==> src/rtl/abs_value_scheduler.sv <==
// abs_value_scheduler
//
// Round-robin front end for one shared absolute_value unit. Two complex-sample
// requesters (A and B) compete for the unit. The grant is combinational, so a
// sample is accepted on the same edge the unit samples its inputs. A small tag
// pipeline tracks the unit's 1-cycle latency, so each result leaves with its
// channel tag and an end-of-frame marker.
//
// Ports:
//   clock, resetN            system clock (rising edge); asynchronous active-low reset
//   enable                   low blocks new grants; in-flight results still drain
//   aValid/aReady/aDataRe/Im channel A valid/ready handshake and signed sample
//   bValid/bReady/bDataRe/Im channel B valid/ready handshake and signed sample
//   absEnable                enable to the shared unit (high on any grant)
//   absDataInRe/Im           granted channel's sample; zero when nothing is granted
//   absDataOut               registered result from the shared unit, 1 cycle later
//   outValid/outChannel      result valid and channel tag (0 = A, 1 = B)
//   outData/outLast          magnitude and last-sample-of-frame flag

module abs_value_scheduler #(
    parameter int unsigned DATA_WIDTH   = 18,
    parameter int unsigned FRAME_LENGTH = 1024
) (
    input  logic                  clock,
    input  logic                  resetN,
    input  logic                  enable,
    input  logic                  aValid,
    output logic                  aReady,
    input  logic [DATA_WIDTH-1:0] aDataRe,
    input  logic [DATA_WIDTH-1:0] aDataIm,
    input  logic                  bValid,
    output logic                  bReady,
    input  logic [DATA_WIDTH-1:0] bDataRe,
    input  logic [DATA_WIDTH-1:0] bDataIm,
    output logic                  absEnable,
    output logic [DATA_WIDTH-1:0] absDataInRe,
    output logic [DATA_WIDTH-1:0] absDataInIm,
    input  logic [DATA_WIDTH-1:0] absDataOut,
    output logic                  outValid,
    output logic                  outChannel,
    output logic [DATA_WIDTH-1:0] outData,
    output logic                  outLast
);

    localparam int unsigned CntW = (FRAME_LENGTH > 1) ? $clog2(FRAME_LENGTH) : 1;
    localparam logic [CntW-1:0] CntLast = CntW'(FRAME_LENGTH - 1);

    logic            grant_a;
    logic            grant_b;
    logic            ptr_q;        // 0: A wins a tie, 1: B wins a tie
    logic [CntW-1:0] cnt_a_q;
    logic [CntW-1:0] cnt_b_q;
    logic            a_last;
    logic            b_last;
    logic            pend_valid_q;
    logic            pend_chan_q;
    logic            pend_last_q;
    logic            out_valid_q;
    logic            out_chan_q;
    logic            out_last_q;
    logic [DATA_WIDTH-1:0] out_data_q;

    // Reset gates the grant so no handshake is seen while resetN is held.
    always_comb begin
        grant_a = 1'b0;
        grant_b = 1'b0;
        if (resetN && enable) begin
            if (aValid && (!bValid || !ptr_q)) begin
                grant_a = 1'b1;
            end else if (bValid) begin
                grant_b = 1'b1;
            end
        end
    end

    assign aReady    = grant_a;
    assign bReady    = grant_b;
    assign absEnable = grant_a | grant_b;

    always_comb begin
        absDataInRe = '0;
        absDataInIm = '0;
        if (grant_a) begin
            absDataInRe = aDataRe;
            absDataInIm = aDataIm;
        end else if (grant_b) begin
            absDataInRe = bDataRe;
            absDataInIm = bDataIm;
        end
    end

    assign a_last = (cnt_a_q == CntLast);
    assign b_last = (cnt_b_q == CntLast);

    always_ff @(posedge clock or negedge resetN) begin
        if (!resetN) begin
            ptr_q        <= 1'b0;
            cnt_a_q      <= '0;
            cnt_b_q      <= '0;
            pend_valid_q <= 1'b0;
            pend_chan_q  <= 1'b0;
            pend_last_q  <= 1'b0;
            out_valid_q  <= 1'b0;
            out_chan_q   <= 1'b0;
            out_last_q   <= 1'b0;
            out_data_q   <= '0;
        end else begin
            if (grant_a) begin
                ptr_q   <= 1'b1;
                cnt_a_q <= a_last ? '0 : cnt_a_q + 1'b1;
            end else if (grant_b) begin
                ptr_q   <= 1'b0;
                cnt_b_q <= b_last ? '0 : cnt_b_q + 1'b1;
            end

            // Tag stage: mirrors the shared unit's internal register.
            pend_valid_q <= grant_a | grant_b;
            pend_chan_q  <= grant_b;
            pend_last_q  <= (grant_a & a_last) | (grant_b & b_last);

            // Output stage: capture the unit's result alongside its tag.
            out_valid_q <= pend_valid_q;
            out_chan_q  <= pend_chan_q;
            out_last_q  <= pend_last_q;
            if (pend_valid_q) begin
                out_data_q <= absDataOut;
            end
        end
    end

    assign outValid   = out_valid_q;
    assign outChannel = out_chan_q;
    assign outData    = out_data_q;
    assign outLast    = out_last_q;

endmodule

==> config.mk <==
export PLATFORM = sky130hd
export DESIGN_NAME = abs_value_scheduler
export DESIGN_NICKNAME = d
export VERILOG_FILES = /design/src/rtl/abs_value_scheduler.sv
export SDC_FILE = /design/constraint.sdc
export NUM_CORES = 1
export LEC_CHECK = 0
export BUFFER_PORTS_ARGS = -buffer_cell sky130_fd_sc_hd__buf_2
export CELL_PAD_IN_SITES_DETAIL_PLACEMENT = 0
export CELL_PAD_IN_SITES_GLOBAL_PLACEMENT = 1
export CORE_MARGIN = 4
export CORE_UTILIZATION = 27
export CTS_BUF_LIST = sky130_fd_sc_hd__clkbuf_16
export CTS_CLUSTER_SIZE = 30
export DETAILED_ROUTE_END_ITERATION = 6
export PLACE_DENSITY = 0.88
export SLEW_MARGIN = 20
export SYNTH_ARGS = -nofsm -noshare
export SYNTH_HDL_FRONTEND = slang
export SYNTH_SLANG_ARGS = --single-unit
==> constraint.sdc <==
create_clock -name clock -period 1.3 [get_ports clock]
set_clock_uncertainty 0.1 [all_clocks]
set_input_delay 0.195 -clock clock [delete_from_list [all_inputs] [get_ports clock]]
set_output_delay 0.195 -clock clock [all_outputs]
set_load 0.01 [all_outputs]
## After elaboration in Yosys (flattened, before gate mapping)

Index checks and enable logic that the tools add are counted.

| word-level totals | value |
|---|---|
| register bits | 45 |
| input port bits | 95 |
| word-level logic and storage cells | 39 |

| cells by class | value |
|---|---|
| $add $sub $neg | 2 |
| equal/unequal tests | 2 |
| mux-type cells | 13 |
| bitwise operators | 5 |
| reductions and logical operators | 7 |

Operator list:

| kind | count |
|---|---|
| $mux W18 | 4 |
| $add A10 B1 Y10 const B | 2 |
| $eq A10 B10 Y1 const B | 2 |
| $mux W10 | 2 |
| $mux W1 | 7 |
| $and A1 B1 Y1 | 2 |
| $logic_and A1 B1 Y1 | 2 |
| $logic_not A1 Y1 | 2 |
| $or A1 B1 Y1 | 2 |
| $reduce_and A2 Y1 | 1 |
| $reduce_bool A2 Y1 | 1 |
| $logic_or A1 B1 Y1 | 1 |
| $not A1 Y1 | 1 |

## Logic depth before layout (Yosys ltp)

| logic depth | value |
|---|---|
| depth in word-level cells | 7 |
| gate-level depth with buffers | 6 |

## Worst setup path before layout

OpenSTA, ideal clock, no wires.

| timing path | value |
|---|---|
| path type | register to register |
| from | register cnt_a_q[0] |
| to | register cnt_a_q[3] |
| library setup time | 0.065 ns |
| arrival time | 1.274 ns |
| required time | 1.135 ns |
| setup slack | -0.138 ns |
| stages on the path, launching flop included | 6 |
| period minus slack after synthesis | 1.438 ns |
| cell sequence | dfrtp_1 -> ha_1 -> and3_1 -> and3_1 -> o211ai_1 -> o21a_1 |

| on the way | value |
|---|---|
| cells in the longest elaborated chain, start to end | 2 |

RTL lines:

| item | line | text |
|---|---|---|
| start: declaration | 51 | `logic [CntW-1:0] cnt_a_q;` |
| start signal: assignment | 110 | `cnt_a_q <= a_last ? '0 : cnt_a_q + 1'b1;` |
| $add A10 B1 Y10 / $eq A10 B10 Y1 (equally long branches) | 110, 92 |  |
| $mux W10 (*) | 110 |  |

Mark *: on every way between the ends. The rest lies on a longest branch, timed or not.
A chain may end at the register's enable or synchronous reset.

## Worst setup path after layout

| timing path | value |
|---|---|
| from | register ptr_q |
| to | output port absDataInIm[17] |

| on the way | value |
|---|---|
| cells in the longest elaborated chain, start to end | 7 |

RTL lines:

| item | line | text |
|---|---|---|
| start: declaration | 50 | `logic ptr_q;` |
| start signal: assignment | 97 | `ptr_q <= 1'b0;` |
| start signal: assignment | 109 | `ptr_q <= 1'b1;` |
| start signal: assignment | 112 | `ptr_q <= 1'b0;` |
| $logic_not A1 Y1 (*) | 68 | `if (aValid && (!bValid \|\| !ptr_q)) begin` |
| $logic_or A1 B1 Y1 (*) | 68 |  |
| $logic_and A1 B1 Y1 (*) | 68 |  |
| $mux W1 | 68 |  |
| $mux W1 | 67 | `if (resetN && enable) begin` |
| $mux W18 | 86 | `end else if (grant_b) begin` |
| $mux W18 (*) | 83 | `if (grant_a) begin` |
| end: declaration | 37 | `output logic [DATA_WIDTH-1:0] absDataInIm,` |

Marked as above.

==> results.py <==
metrics = {
    "run_status": {
        "status": "complete, but fails checks",
        "violations": "setup timing",
    },
    "power_and_ir_drop": {
        "vdd_drop_max_mv": 0.573,
        "fin_total_pwr_uw": 4760,
        "powerDensity_nw_per_um2": 1150,
        "p_leak_uw": 0.00217,
    },
    "clock_tree": {
        "htree_levels": 2,
        "clockBufferDepth": 2,
        "cts-root-buf": "clkbuf_16",
        "clk_pin_slew_worst_paths_ns": 0.06,
        "clk_latency_ns": 0.28,
        "cts_made_buffers": 5,
        "cts_tree": "done",
        "cts.sinks": 45,
    },
    "setup_path": {
        "worstSetupEndpointType": "output pin",
        "max_stage_delay_ns": 0.40,
        "crit_path_max_fanout": 20,
        "crit_family": "flip-flops",
        "start_kind": "flip-flop",
        "crit_buf_inv": 2,
        "crit_type": "flip-flop to output pin",
        "cp_data_required_time_ns": 1.00,
        "critPathArrivalTime_ns": 1.43,
        "r2r_cells": 10,
        "crit-reg2reg-capture": "cnt_a_q[8]",
        "crit_slowest_cell": "dfrtp_1",
        "crit_chain": "nand2b_4, nand2_8, inv_12, a22o_1, buf_2",
        "rr_startpoint": "ptr_q",
        "r2r_slack_ns": -0.31,
    },
    "timing": {
        "slew_headroom": 0.813,
        "rsz0062_at_grt": "true",
        "setup_viol": 58,
        "clock.fmax_mhz": 579,
        "setup_ws_ns": -0.427,
        "report.final.slew_viol_count": 0,
        "tightest_slew_ns": 0.277,
        "fin_setup_tns_ns": -18.13,
        "timing.final.crit_share": 1.33,
        "finalHoldViolCount": 0,
        "fin_crit_ns": 1.73,
    },
    "place": {
        "dp_hpwl_um": 5880,
        "dpl_cell_area_um2": 3500,
        "place_ws_ns": -0.330,
        "place.gp.congestion": 0.899,
        "io_buffer_count": 154,
    },
    "synth": {
        "ys_types": 37,
        "synth_area_leader_cell": "dfrtp_1",
        "yosysTopAreaCellShare": 0.489,
        "yosysWarnings": 0,
        "muxShareOfSynthArea": 0.0929,
        "synth.most_common_cell": "dfrtp_1",
        "synth_seq_cells": 45,
        "syn_nets": 300,
        "async_reset_ff_frac": 1.00,
        "ys_seq_area_frac": 0.489,
        "netlist_area_um2": 2300,
        "synth-adder-area-share": 0.0109,
        "synth_area_leaders": "dfrtp_1, a22o_1, mux2_2, nand2_1, xor2_1",
        "syn_inst": 203,
        "synth_compound_area_frac": 0.210,
        "synth_edf_count": 0,
        "yosys-top-cells-count": "dfrtp_1, a22o_1, mux2_2",
        "syn_area_per_cell_um2": 11.3,
        "synth_simple_gate_area_share": 0.139,
        "synth_xor_area_frac": 0.0304,
        "synth_top_family_by_area": "compound AO/OA/AOI/OAI gates",
        "synth_flop_cell": "dfrtp_1",
    },
    "min_path": {
        "holdCritStartpoint": "absDataOut[1]",
        "hold_path_class": "input port to flip-flop",
        "hold_depth": 2,
        "whs_endpoint": "outData[1]",
    },
    "floorplan": {
        "start_util": 0.279,
        "die_area_um2": 10100,
        "core_um2": 8260,
        "fp-row-count": 33,
        "die_w_um": 100,
        "num_io_pins": 155,
        "die_y_um": 100,
    },
    "global_route": {
        "use_met3": 0.0431,
        "grt_pass1_wl_um": 12600,
        "overflow": 0,
        "grt_pass1_vias": 2620,
        "grt_use_met2": 0.279,
        "grt-busiest-layer": "met2",
        "antenna_found_initial": 1,
        "grtUsageTotal": 0.159,
        "grt_max_degree": 45,
        "globalRouteMet1Util": 0.187,
    },
    "drt": {
        "via_count": 2585,
        "dr.pass1.iters": 5,
        "ant_nets": 0,
        "vias_per_cell": 4.95,
        "drtIter0Drc": 115,
        "drt-total-wl_um": 8450,
        "drc": 0,
        "wire_per_inst_um": 16.2,
    },
    "layout": {
        "drive_above_1_share": 0.651,
        "largest_reg_flops": 18,
        "final_design_area_no_fill_um2": 4130,
        "area_growth_pct": 79.1,
        "fin_nets": 512,
    },
    "run": {
        "drv_cap": 0,
    },
}
[worst max-delay path by stage]
stage	from	end	slack (ns)	cells after the start
after detailed placement	resetN	absDataInRe[3]	-0.33	6
after CTS	ptr_q	absDataInIm[17]	-0.44	6
after floorplan	cnt_b_q[0]	cnt_b_q[0]	-0.1	5
after global routing	ptr_q	absDataInIm[17]	-0.49	6
final	ptr_q	absDataInIm[17]	-0.43	5
after global placement	resetN	absDataInRe[3]	-0.31	6
[kinds of logic after synthesis]
| family | Yosys count |
|---|---|
| xor+xnor | 8 |
| flops | 45 |
| simple gates | 56 |
| mux | 19 |
| fa+ha+maj | 2 |
| buf+inv | 12 |
| compound gates | 61 |
[layout make-up]
class	count	area [um^2]
Antenna cell	1	2.50
Timing Repair Buffer	214	1400
Clock buffer	5	125
Fill cell	747	4130
Timing Repair inverter	1	16.3
Inverter	2	25.0
Clock inverter	3	41.3
Sequential cell	45	1130
Multi-Input combinational cell	146	1260
Tap cell	105	131
[report_power, final]
part           total (uW)  internal [uW]  switching [uW]
Clock                1410            899             508
Combinational        1540            873             666
Sequential           1810           1630             187
Total                4760           3400            1360
[stage by stage]
step                      hold WS, ns  instances   util
final                          0.0425        522  0.500
after global routing           0.0383        522  0.500
after CTS                      -0.160        512  0.480
after detailed placement       0.0231        491  0.424
after global placement         0.0135        491  0.424
after floorplan                -0.201        203      -
[per-layer routing]
layer	vias up	share of wire
li1	1206	-
met1	1203	0.38
met2	161	0.49
met3	15	0.10
met4	0	0.022
met5	-	0
[timing repair]
| action | in CTS | in global routing |
|---|---|---|
| gates cloned | 3 | 1 |
| hold endpoints to repair | 45 | 43 |
| setup endpoints to repair | 55 | 59 |
| setup buffers | 11 | 6 |
| pin swaps | 16 | 10 |
| hold buffers | 1 | 2 |
| gates resized for setup | 38 | 13 |
[placed cells by master, fill, tap and decap left out, drive strengths merged, types with 4 or more instances in the layout]
cell	instances
o21ai	8
a22o	38
nor3	7
and3	8
nand3	8
clkbuf	6
o31ai	5
mux2	19
nand4	4
dfrtp	45
nand2	17
xor2	6
buf	211
nor2	8
Note: power is estimated with default switching activity, not from simulation.
